`config.mk`:
```
export PLATFORM = sky130hd
export DESIGN_NAME = xor_corr_sequencer
export DESIGN_NICKNAME = d
export VERILOG_FILES = /design/src/rtl/corr_pkg.sv /design/src/rtl/xor_corr_sequencer.sv
export SDC_FILE = /design/constraint.sdc
export NUM_CORES = 1
export LEC_CHECK = 0
export BUFFER_PORTS_ARGS = -buffer_cell sky130_fd_sc_hd__buf_2
export CORE_AREA = 2 2 221 223
export DETAILED_ROUTE_END_ITERATION = 8
export DIE_AREA = 0 0 223 225
export PLACE_DENSITY_LB_ADDON = 0.08
export SLEW_MARGIN = 30
export SYNTH_ARGS = -nofsm -noshare
export SYNTH_HDL_FRONTEND = slang
export SYNTH_SLANG_ARGS = --single-unit
```
`constraint.sdc`:
```
create_clock -name i_clk -period 6.5 [get_ports i_clk]
set_clock_uncertainty 0.2 [all_clocks]
set_input_delay 1.625 -clock i_clk [delete_from_list [all_inputs] [get_ports i_clk]]
set_output_delay 1.625 -clock i_clk [all_outputs]
set_load 0.005 [all_outputs]
```
`src/rtl/corr_pkg.sv`:
```
// rtl/corr_pkg.sv - shared state encoding and width constants for the XOR correlation sequencer
//
// Contents:
//   C_WORD_W    width of the sample words and of the pop-count interface
//   C_RESULT_W  width of the frame correlation result
//   C_SUM_W     number of pop-count result bits actually consumed (0..128)
//   state_t     sequencer state encoding
package corr_pkg;

    localparam int C_WORD_W   = 128;
    localparam int C_RESULT_W = 32;
    localparam int C_SUM_W    = 8;

    typedef enum logic [2:0] {
        S_ACCEPT = 3'd0,
        S_LAUNCH = 3'd1,
        S_WAIT   = 3'd2,
        S_ACCUM  = 3'd3,
        S_OUTPUT = 3'd4
    } state_t;

endpackage

```
`src/rtl/xor_corr_sequencer.sv`:
```
// rtl/xor_corr_sequencer.sv - frame sequencer that correlates sample words through an external pop-count stage
//
// Accepts one word pair at a time, hands a^b to the neighbouring pop-count stage,
// waits a fixed latency for its result, and accumulates the per-word counts over a
// frame of i_num_words words before presenting the frame result.
//
// Configuration macro: CORR_SIGNED_EN
//   undefined : o_result = accumulated disagreeing-bit count, zero-extended
//   defined   : o_result = agreeing bits minus disagreeing bits (N*128 - 2*acc), sign-extended
//
// Ports:
//   i_clk, i_reset            clock, synchronous active-high reset
//   i_a, i_b                  sample words to correlate
//   i_valid / o_ready         word handshake; i_num_words sampled on the first word of a frame
//   i_num_words               words per frame (0 behaves as 1)
//   o_pc_start, o_pc_data     one-cycle launch pulse and XOR word to the pop-count stage
//   i_pc_sum                  pop-count result, bits [7:0] used
//   o_result, o_result_valid  frame result, held until i_result_ready
//   i_result_ready            consumer accepts o_result
//   o_busy                    sequencer not idle or a frame partially accumulated
module xor_corr_sequencer
    import corr_pkg::*;
#(
    parameter int C_PC_LATENCY = 9,
    parameter int C_NWORDS_W   = 16,
    parameter int C_ACC_W      = 24
) (
    input  logic                  i_clk,
    input  logic                  i_reset,
    input  logic [C_WORD_W-1:0]   i_a,
    input  logic [C_WORD_W-1:0]   i_b,
    input  logic                  i_valid,
    output logic                  o_ready,
    input  logic [C_NWORDS_W-1:0] i_num_words,
    output logic                  o_pc_start,
    output logic [C_WORD_W-1:0]   o_pc_data,
    input  logic [C_WORD_W-1:0]   i_pc_sum,
    output logic [C_RESULT_W-1:0] o_result,
    output logic                  o_result_valid,
    input  logic                  i_result_ready,
    output logic                  o_busy
);

    // The wait counter only has to reach C_PC_LATENCY-2: S_WAIT lasts
    // C_PC_LATENCY-1 cycles so that S_ACCUM lands exactly C_PC_LATENCY
    // cycles after the launch cycle.
    localparam int CNT_W = (C_PC_LATENCY > 2) ? $clog2(C_PC_LATENCY) : 1;
    localparam logic [CNT_W-1:0] WAIT_LAST =
        CNT_W'((C_PC_LATENCY >= 2) ? (C_PC_LATENCY - 2) : 0);

    state_t                  state;
    logic [C_NWORDS_W-1:0]   num_words;
    logic [C_NWORDS_W-1:0]   word_cnt;
    logic [C_ACC_W-1:0]      acc;
    logic [CNT_W-1:0]        wait_cnt;

    logic [C_ACC_W-1:0]      acc_next;
    logic [C_NWORDS_W-1:0]   word_cnt_next;
    logic [C_RESULT_W-1:0]   result_next;
    logic                    unused_pc_hi;

    // Only the low byte of the pop-count bus carries the 0..128 count.
    assign unused_pc_hi  = ^i_pc_sum[C_WORD_W-1:C_SUM_W];
    assign acc_next      = acc + {{(C_ACC_W-C_SUM_W){1'b0}}, i_pc_sum[C_SUM_W-1:0]};
    assign word_cnt_next = word_cnt + 1'b1;

`ifdef CORR_SIGNED_EN
    // Agreeing minus disagreeing bits: N*128 - 2*acc. One extra bit of headroom
    // keeps both the full-scale term and 2*acc representable before the subtract.
    logic [C_ACC_W:0] full_scale;
    logic [C_ACC_W:0] signed_diff;

    assign full_scale  = (C_ACC_W+1)'({num_words, 7'b0});
    assign signed_diff = full_scale - {acc_next, 1'b0};
    assign result_next = {{(C_RESULT_W-C_ACC_W-1){signed_diff[C_ACC_W]}}, signed_diff};
`else
    assign result_next = {{(C_RESULT_W-C_ACC_W){1'b0}}, acc_next};
`endif

    assign o_busy = (state != S_ACCEPT) || (word_cnt != '0);

    always_ff @(posedge i_clk) begin
        if (i_reset) begin
            state          <= S_ACCEPT;
            num_words      <= '0;
            word_cnt       <= '0;
            acc            <= '0;
            wait_cnt       <= '0;
            o_ready        <= 1'b0;
            o_pc_start     <= 1'b0;
            o_pc_data      <= '0;
            o_result       <= '0;
            o_result_valid <= 1'b0;
        end else begin
            case (state)
                S_ACCEPT: begin
                    // o_ready is registered, so it is still low in the first
                    // cycle after reset; gating on it keeps that cycle idle.
                    if (o_ready && i_valid) begin
                        o_pc_data <= i_a ^ i_b;
                        if (word_cnt == '0) begin
                            num_words <= (i_num_words == '0) ? C_NWORDS_W'(1) : i_num_words;
                        end
                        o_ready    <= 1'b0;
                        o_pc_start <= 1'b1;
                        state      <= S_LAUNCH;
                    end else begin
                        o_ready <= 1'b1;
                    end
                end

                S_LAUNCH: begin
                    o_pc_start <= 1'b0;
                    wait_cnt   <= '0;
                    if (C_PC_LATENCY <= 1) begin
                        state <= S_ACCUM;
                    end else begin
                        state <= S_WAIT;
                    end
                end

                S_WAIT: begin
                    wait_cnt <= wait_cnt + 1'b1;
                    if (wait_cnt == WAIT_LAST) begin
                        state <= S_ACCUM;
                    end
                end

                S_ACCUM: begin
                    acc      <= acc_next;
                    word_cnt <= word_cnt_next;
                    if (word_cnt_next == num_words) begin
                        o_result       <= result_next;
                        o_result_valid <= 1'b1;
                        state          <= S_OUTPUT;
                    end else begin
                        o_ready <= 1'b1;
                        state   <= S_ACCEPT;
                    end
                end

                S_OUTPUT: begin
                    // o_result keeps its value after acceptance; only the
                    // valid flag and the frame accumulators are cleared.
                    if (i_result_ready) begin
                        acc            <= '0;
                        word_cnt       <= '0;
                        o_result_valid <= 1'b0;
                        o_ready        <= 1'b1;
                        state          <= S_ACCEPT;
                    end
                end

                default: begin
                    acc            <= '0;
                    word_cnt       <= '0;
                    o_pc_start     <= 1'b0;
                    o_result_valid <= 1'b0;
                    o_ready        <= 1'b0;
                    state          <= S_ACCEPT;
                end
            endcase
        end
    end

endmodule

```
Word level (Yosys, flattened, before mapping)
Index checks and enable logic that the tools add are counted.
{ "op_classes": {"add_sub_neg": 3, "eq_ne": 11, "mux": 20, "n_bitwise": 4, "n_reduce_logical": 19} }
{ "op_table": {"columns": ["cell", "n"], "rows": [
  ["128-bit XOR", 1],
  ["24-bit one-hot mux with 3 select lines", 1],
  ["16-bit one-hot mux with 3 select lines", 1],
  ["16-bit zero test", 2],
  ["16-bit two-way mux", 2],
  ["24-bit by 8-bit adder with 24-bit output", 1],
  ["24-bit two-way mux", 1],
  ["16-bit by 1-bit adder with 16-bit output (second input constant)", 1],
  ["16-bit equality test", 1],
  ["16-bit nonzero test", 1],
  ["3-bit one-hot mux with 5 select lines", 1],
  ["3-bit two-way mux", 4],
  ["3-bit AND reduction", 4],
  ["2-bit != test (second input constant)", 5],
  ["4-bit one-hot mux with 2 select lines", 1],
  ["2-bit AND reduction", 4],
  ["3-bit by 2-bit equality test with 1-bit output (second input constant)", 2],
  ["1-bit two-way mux", 6],
  ["3-bit OR reduction", 2],
  ["4-bit by 1-bit adder with 4-bit output (second input constant)", 1],
  ["4-bit by 3-bit equality test with 1-bit output (second input constant)", 1],
  ["1-bit one-hot mux with 4 select lines", 1],
  ["3-bit by 1-bit equality test with 1-bit output (second input constant)", 1],
  ["3-bit equality test (second input constant)", 1],
  ["other kinds (9)", 11]
]} }
{ "word_totals": {"ff_bits": 218, "input_bits": 404, "output_inout_bits": 164, "elab_cells": 67} }

Logic depth before layout (Yosys ltp)
Gate-level depths: netlist of run 1.
{ "depth": {"word_depth": 4, "ltp_mapped": 11, "mapped_depth_nobuf": 10} }

Least setup slack after synthesis of run 1
Ideal clock, no wire load.
{ "synth_path": {"kind": "input port to flip-flop", "startpoint": "in i_pc_sum[0]", "endpoint": "reg acc[22]", "setup_ns": 0.139, "arrival_ns": 3.746, "t_required_ns": 6.161, "slack_ns": 2.415, "cell_stages": 11, "n_path_buf": 1, "path_cell_list": "ha_1 inv_1 fa_1 nor2b_1 o31a_1 o31ai_1 a21o_1 clkbuf_1 nor2_1 a31oi_1 a311oi_1"} }
{ "synth_between": {"elab_chain_len": 2} }
{ "synth_lines": {"columns": ["element", "line_no", "text"], "rows": [
  ["from (decl)", "xor_corr_sequencer.sv:37", "input logic [C_WORD_W-1:0] i_pc_sum,"],
  ["24-bit by 8-bit adder with 24-bit output", "xor_corr_sequencer.sv:64", "assign acc_next = acc + {{(C_ACC_W-C_SUM_W){1'b0}}, i_pc_sum[C_SUM_W-1:0]};"],
  ["24-bit one-hot mux with 3 select lines", "xor_corr_sequencer.sv:95", "case (state)"],
  ["to (signal assigned)", "xor_corr_sequencer.sv:130", "acc <= acc_next;"],
  ["to (decl)", "xor_corr_sequencer.sv:54", "logic [C_ACC_W-1:0] acc;"]
]} }
Every way passes these cells.
A chain may end at the register's enable or synchronous reset.

Worst setup path after layout of run 1
{ "layout_path": {"startpoint": "reg word_cnt[0]", "endpoint": "reg o_result[22]"} }
{ "layout_between": {"elab_chain_len": 3} }
{ "layout_lines": {"columns": ["element", "line_no", "text"], "rows": [
  ["from (decl)", "xor_corr_sequencer.sv:53", "logic [C_NWORDS_W-1:0] word_cnt;"],
  ["from (signal assigned)", "xor_corr_sequencer.sv:131", "word_cnt <= word_cnt_next;"],
  ["16-bit by 1-bit adder with 16-bit output", "xor_corr_sequencer.sv:65", "assign word_cnt_next = word_cnt + 1'b1;"],
  ["16-bit equality test", "xor_corr_sequencer.sv:132", "if (word_cnt_next == num_words) begin"],
  ["2-bit AND reduction (no source line)", null, null],
  ["to (signal assigned)", "xor_corr_sequencer.sv:133", "o_result <= result_next;"],
  ["to (decl)", "xor_corr_sequencer.sv:38", "output logic [C_RESULT_W-1:0] o_result,"]
]} }
Every way passes these cells.

==> results by group, run 1 <==
Yosys
  • Commonest register cell after synthesis: dfxtp_1
  • Synth Area in Simple Gates: 0.163
  • Sequential fraction of the synthesis area: 0.415
  • Mapped Cells: 1202
  • Area contributors post-synth: dfxtp_1, xnor2_1, a211oi_1, nor2_1, clkbuf_1
  • Mapped cell area: 0.0105 mm^2
  • Post-synthesis mux area share: 0.0366
  • Area share of xor/xnor cells in the synthesized design: 0.136
  • Compound-gate portion of the synthesized area: 0.189
  • Distinct cells, synth: 63
  • Syn Area/Cell: 8.74 um^2
  • Adder-cell share of the synthesized area: 0.0150
  • Number of enable flip-flop cells after synthesis: 0
  • Yosys reg bits: 218
  • Ys async rst share: 0
  • Warnings from Yosys: 0
  • Top cell type's share of synthesized area: 0.415
  • Synth area leader: dfxtp_1
  • Largest family of logic cells by synthesized area: compound AO/OA/AOI/OAI gates

Power and ir drop
  • Reg power frac: 0.393
  • Clk network pwr share: 0.403
  • Pwr Total: 4.00 mW
  • Combinational power share: 0.203
  • LEAKAGE: 5.76 nW
  • VDD IR-drop max: 0.161 mV
  • P_sw: 1.20 mW
  • Switching share of total power: 0.301
  • Power per cell area: 283 mW/mm^2
  • Internal: 2.80 mW

Routing
  • DRT Pass-1 Iters: 5
  • Vias: 10.0k
  • Initial detailed-routing violation count: 579
  • DR DRC count: 0
  • Post-route ant nets: 0
  • Drt wl/cell: 19.7 um
  • Final wirelength: 43800 um
  • Mean number of vias per cell: 4.51

Clock tree
  • H-tree depth: 1
  • Clk Latency, worst-skew pair: 0.56 ns
  • TritonCTS clock tree: built
  • Post-CTS sizing: 0
  • Clock sinks: 218
  • CTS buffer count: 29
  • Post CTS Setup Buffer Count: 0
  • CTS Hold Bufs: 0
  • Root buffer cell: clkbuf_16
  • Clock Tree Buf Depth: 3
  • Clock slew at reported path FFs: 0.06 ns

Timing
  • Unrepaired setup endpoints after global routing: no
  • Fin. Hold Viols: 0
  • Number of setup violations in the final report: 0
  • Max_slew headroom: 0.364
  • Worst-margin pin slew: 0.950 ns
  • Final Cycle Share: 0.676
  • Tmin final: 4.40 ns
  • Fmax: 0.227 GHz
  • Setup TNS: 0 ns
  • Max Slew Vio Count: 0

Critical path
  • CP max stage delay: 0.80 ns
  • Setup crit start kind: flip-flop
  • WP data arrival: 4.63 ns
  • Crit path buffers/inverters: 0
  • CP Cell Sequence: ha_1, nand4_1, o31a_1, a311o_1, or4_4, nor4b_4, and2_1, mux2_1
  • Endpoint class of the critical path: flip-flop
  • Crit path kind: flip-flop to flip-flop
  • Crit path max-delay cell type: nor4b_4
  • Crit-path leading delay family: simple AND/OR/NAND/NOR gates
  • CP Max Fanout: 14
  • Req. time, crit path: 6.73 ns
  • Setup slack, reg-to-reg: 2.10 ns

Placement
  • Post-detailed-placement half-perimeter wirelength: 33900 um
  • Quantity of I/O buffers inserted on ports: 439
  • Routability cong.: 0.859
  • Post-DP Area: 0.0132 mm^2

Finish
  • Ratio of cells with drive above 1 in the final layout: 0.316
  • Fin area: 0.0141 mm^2
  • Commonest non-fill, non-tap cell in the layout: buf_2
  • Most frequent cells in the layout: buf_2, dfxtp_1, nor2_1
  • Post-route core utilization: 0.297
  • Nets: 2006
  • N_diodes: 0
  • Syn-to-layout area delta: 34.4%

Global route
  • Largest net degree at the start of global routing: 127
  • Gr usage total: 0.168
  • Initial antenna violation count: 5
  • Vias in the first global route: 9521
  • Overflow after GRT: 0
  • First-pass GRT wire length: 62900 um

Die
  • Starting density of the core: 0.221
  • Die height: 225 um
  • IO Pins: 568
  • Core Area: 0.0475 mm^2
  • Full die area: 0.0502 mm^2
  • Die W: 223 um
  • # rows: 80

Hold path
  • Worst hold path type: flip-flop to flip-flop

Status
  • Run status: finished clean

Run
  • Max Cap Viol: 0
## worst reg2reg max path, cell delays in order (launching register included)
cell	delay, ns
dfxtp_1	0.58
ha_1	0.38
nand4_1	0.20
o31a_1	0.32
a311o_1	0.27
or4_4	0.43
nor4b_4	0.80
and2_1	0.73
mux2_1	0.38
## registers in the layout, summed over array words and instances, names as in the netlist
| signal | cells |
|---|---|
| state | 3 |
| o_result | 24 |
| num_words | 16 |
| word_cnt | 16 |
| acc | 24 |
| o_result_valid | 1 |
| wait_cnt | 4 |
| o_ready | 1 |
| o_pc_start | 1 |
| o_pc_data | 128 |
## cell type report
class	count	area, um^2
fillers	5115	33400
multi-input cells	882	5710
repair buffers	446	2280
clock inverters	12	138
flip-flops and latches	218	4360
clock buffers	39	803
inverters	13	48.8
well taps	615	769
## logic make-up after synthesis
group,count (synthesis)
AO/OA/AOI/OAI,288
XOR/XNOR,163
adder cells (fa/ha/maj),12
buffers and inverters,109
flip-flops,218
multiplexers,34
other,1
AND/OR/NAND/NOR,377
## through the flow
step,std cells,worst slack [ns],hold slack [ns]
2_1_floorplan,1209,2.42,0.245
3_3_place_gp,2174,2.09,0.237
3_5_place_dp,2174,2.07,0.238
4_1_cts,2225,2.04,0.246
5_1_grt,2225,1.89,0.263
6_report,2225,2.10,0.242
## power by group through the flow
stage | Sequential (mW) | Combinational (mW) | Clock (mW)
finish | 1.57 | 0.814 | 1.61
global route | 1.59 | 0.897 | 1.73
CTS | 1.57 | 0.827 | 1.68
global placement | 1.60 | 0.823 | 0
floorplan | 1.59 | 0.404 | 0
detailed placement | 1.60 | 0.826 | 0
## layer usage
| metal | vias up | share of wire | track usage |
|---|---|---|---|
| li1 | 5006 | - | - |
| met1 | 4631 | 0.51 | 0.251 |
| met2 | 342 | 0.40 | 0.240 |
| met3 | 45 | 0.067 | 0.0407 |
| met4 | 0 | 0.017 | 0.0351 |
| met5 | - | 0 | 0 |
## final timing paths
check             depth (start not counted)   startpoint           end
setup / recovery                          8  word_cnt[0]  o_result[22]
hold / removal                            2  o_result[8]   o_result[8]
setup reg to reg                          8  word_cnt[0]  o_result[22]
hold reg to reg                           2  o_result[8]   o_result[8]
## cells in the mapped netlist (3+ instances only)
master / count
dfxtp_1: 218
nor2_1: 215
xnor2_1: 152
a211oi_1: 141
clkbuf_1: 69
nand2_1: 54
a21oi_1: 47
o21ai_0: 32
mux2i_1: 23
nand3_1: 17
nand4_1: 14
nor2b_1: 14
a22oi_1: 11
buf_2: 11
ha_1: 11
inv_1: 11
nor3_1: 11
xor2_1: 11
a311oi_1: 10
buf_4: 9
nor4_1: 9
and3_1: 8
mux2_4: 8
o21ai_1: 7
and2_1: 6
a31oi_1: 5
buf_1: 5
nand2b_1: 5
nand3b_1: 5
nor3b_1: 5
a21o_1: 4
a31o_1: 4
a21boi_1: 3
mux2_1: 3
o31a_1: 3
Note: power is estimated with default switching activity, not from simulation.
==> run 2: changes to the inputs <==
==> constraint.sdc (replaced) <==
create_clock -name i_clk -period 3.95 [get_ports i_clk]
set_clock_uncertainty 0.2 [all_clocks]
set_input_delay 0.9875 -clock i_clk [delete_from_list [all_inputs] [get_ports i_clk]]
set_output_delay 0.9875 -clock i_clk [all_outputs]
set_load 0.005 [all_outputs]
==> run 2 against run 1 <==
Critical path type unchanged. Clock power is 76% higher. Non-clock buffer count is 17 higher. Via count hardly changed. Largest power group unchanged. First-iteration DRC count is 11% lower. Final cell count is 1.0% higher. Register-to-register slack worse by 1.7 ns.
==> results by group, run 2 (synthesis results as in run 1) <==
Clock tree
  • Clock slew at reported path FFs: 0.06 ns (about the same)
  • Post-CTS sizing: 0 (unchanged)
  • Clk Latency, worst-skew pair: 0.57 ns (about the same)
  • CTS buffer count: 29 (unchanged)
  • Clock Tree Buf Depth: 3 (unchanged)
  • Root buffer cell: clkbuf_16
  • Post CTS Setup Buffer Count: 0 (unchanged)
  • TritonCTS clock tree: built
  • Clock sinks: 218 (unchanged)
  • H-tree depth: 1 (unchanged)
  • CTS Hold Bufs: 0 (unchanged)

Routing
  • DRT Pass-1 Iters: 5 (unchanged)
  • Drt wl/cell: 19.5 um (-0.82%)
  • Initial detailed-routing violation count: 513 (-11%)
  • Final wirelength: 43900 um (+0.21%)
  • Post-route ant nets: 0 (unchanged)
  • Vias: 10.0k (-0.050%)
  • DR DRC count: 0 (unchanged)
  • Mean number of vias per cell: 4.46 (-1.1%)
  • Top sig layer: met4
  • Met2 routed WL: 17900 um (+0.77%)
  • Met1 WL: 21300 um (-4.9%)
  • Met3 wire length: 4080 um (+38%)

Finish
  • Max reg flops: 128 (unchanged)
  • Nets: 2023 (+0.85%)
  • Syn-to-layout area delta: 36.9%
  • Ratio of cells with drive above 1 in the final layout: 0.323 (+0.00717)
  • Fill cell count: 5065 (-0.98%)
  • Regs by FF count: o_pc_data (128), acc (24), o_result (24)
  • Finished Layout Cells: 2248 (+1.0%)
  • Commonest non-fill, non-tap cell in the layout: buf_2
  • Largest Register: o_pc_data
  • Most frequent cells in the layout: buf_2, dfxtp_1, nor2_1
  • Fin area: 0.0144 mm^2 (+1.9%)

Status
  • Run status: finished clean

Critical path
  • Req. time, crit path: 4.20 ns (-2.53 ns)
  • CP Max Fanout: 12 (-2)
  • Crit path kind: flip-flop to flip-flop
  • Setup crit start kind: flip-flop
  • WP data arrival: 3.80 ns (-0.83 ns)
  • Crit-path leading delay family: simple AND/OR/NAND/NOR gates
  • CP Cell Sequence: ha_1, nand4_1, o31a_1, a311o_1, or4_4, nor4b_4, buf_4, nand2_2, mux2_1
  • Crit path buffers/inverters: 1 (+1)
  • Endpoint class of the critical path: flip-flop
  • R2r worst-path depth: 9 (+1)
  • Critical path depth: 9 (+1)
  • CP max stage delay: 0.49 ns (-0.31 ns)
  • Crit path max-delay cell type: dfxtp_1

Timing
  • Worst-margin pin slew: 0.829 ns (-0.121 ns)
  • Tmin final: 3.55 ns (-0.843 ns)
  • Setup TNS: 0 ns (unchanged)
  • Final Cycle Share: 0.900 (+0.223)
  • Max_slew headroom: 0.446 (+0.0819)
  • Worst hold-check slack: 0.243 ns (+0.000360 ns)
  • Max Slew Vio Count: 0 (unchanged)
  • Unrepaired setup endpoints after global routing: no
  • Number of setup violations in the final report: 0 (unchanged)
  • Fmax: 0.281 GHz (+24%)
  • Fin. Hold Viols: 0 (unchanged)

Hold path
  • Worst hold stages: 2 (unchanged)
  • Worst hold path type: flip-flop to flip-flop

Die
  • # rows: 80 (unchanged)
  • IO Pins: 568 (unchanged)
  • Die W: 223 um (unchanged)
  • Starting density of the core: 0.221 (unchanged)
  • Full die area: 0.0502 mm^2 (unchanged)
  • Core Area: 0.0475 mm^2 (unchanged)
  • Die height: 225 um (unchanged)

Global route
  • Vias in the first global route: 9402 (-1.2%)
  • Gr usage total: 0.168 (+0.000598)
  • First-pass GRT wire length: 63000 um (+0.25%)
  • Largest net degree at the start of global routing: 100 (-21%)
  • Overflow after GRT: 0 (unchanged)
  • Initial antenna violation count: 6 (+1)

Placement
  • Quantity of I/O buffers inserted on ports: 439 (unchanged)
  • Post-detailed-placement half-perimeter wirelength: 34600 um (+2.3%)
  • Dpl cells: 2191 (+0.78%)
  • Post-DP Area: 0.0133 mm^2 (+1.3%)
  • Routability cong.: 0.855 (-0.43%)

Power and ir drop
  • Power per cell area: 473 mW/mm^2 (+67%)
  • LEAKAGE: 5.90 nW (+2.3%)
  • VDD IR-drop max: 0.328 mV (+100%)

Run
  • Max Cap Viol: 0 (unchanged)
==> run 2: final cells by class <==
class,count,area (um^2),area share
clock inverter,13,204,0.0142
inverter,13,48.8,0.00339
antenna,3,7.51,0.000522
tap,615,769,0.0535
timing repair buffer,463,2460,0.171
sequential,218,4360,0.303
clock buffer,41,821,0.0571
multi-input combinational,882,5710,0.397
==> run 2: power by group <==
part           internal, mW  leakage [nW]  total (mW)  switching, mW
sequential             2.43          1.78        2.59          0.157
clock                  1.77         0.501        2.84           1.07
combinational         0.587          3.62        1.37          0.778
==> run 2: layer usage <==
layer  vias to the layer above  track usage
li1                       5033            -
met5                         -            0
met4                         0       0.0346
met2                       345        0.242
met3                        44       0.0549
met1                      4597        0.243
==> run 2: worst paths after layout <==
check / start / end / slack, ns
setup / recovery: word_cnt[1] / o_result[9] / 0.40
hold / removal: o_result[8] / o_result[8] / 0.24
setup reg to reg: word_cnt[1] / o_result[9] / 0.40
hold reg to reg: o_result[8] / o_result[8] / 0.24
==> run 2: through the flow <==
stage	util	worst slack, ns	power (mW)
after floorplan	-	0.503	3.28
after global placement	0.281	0.321	4.01
after detailed placement	0.281	0.316	4.02
after CTS	0.302	0.362	6.95
after global routing	0.302	0.154	7.19
final	0.302	0.396	6.80
==> run 2: worst register-to-register path: stages, from the launching register on <==
cell	delay [ns]
dfxtp_1	0.49
ha_1	0.36
nand4_1	0.21
o31a_1	0.32
a311o_1	0.27
or4_4	0.43
nor4b_4	0.21
buf_4	0.24
nand2_2	0.31
mux2_1	0.41
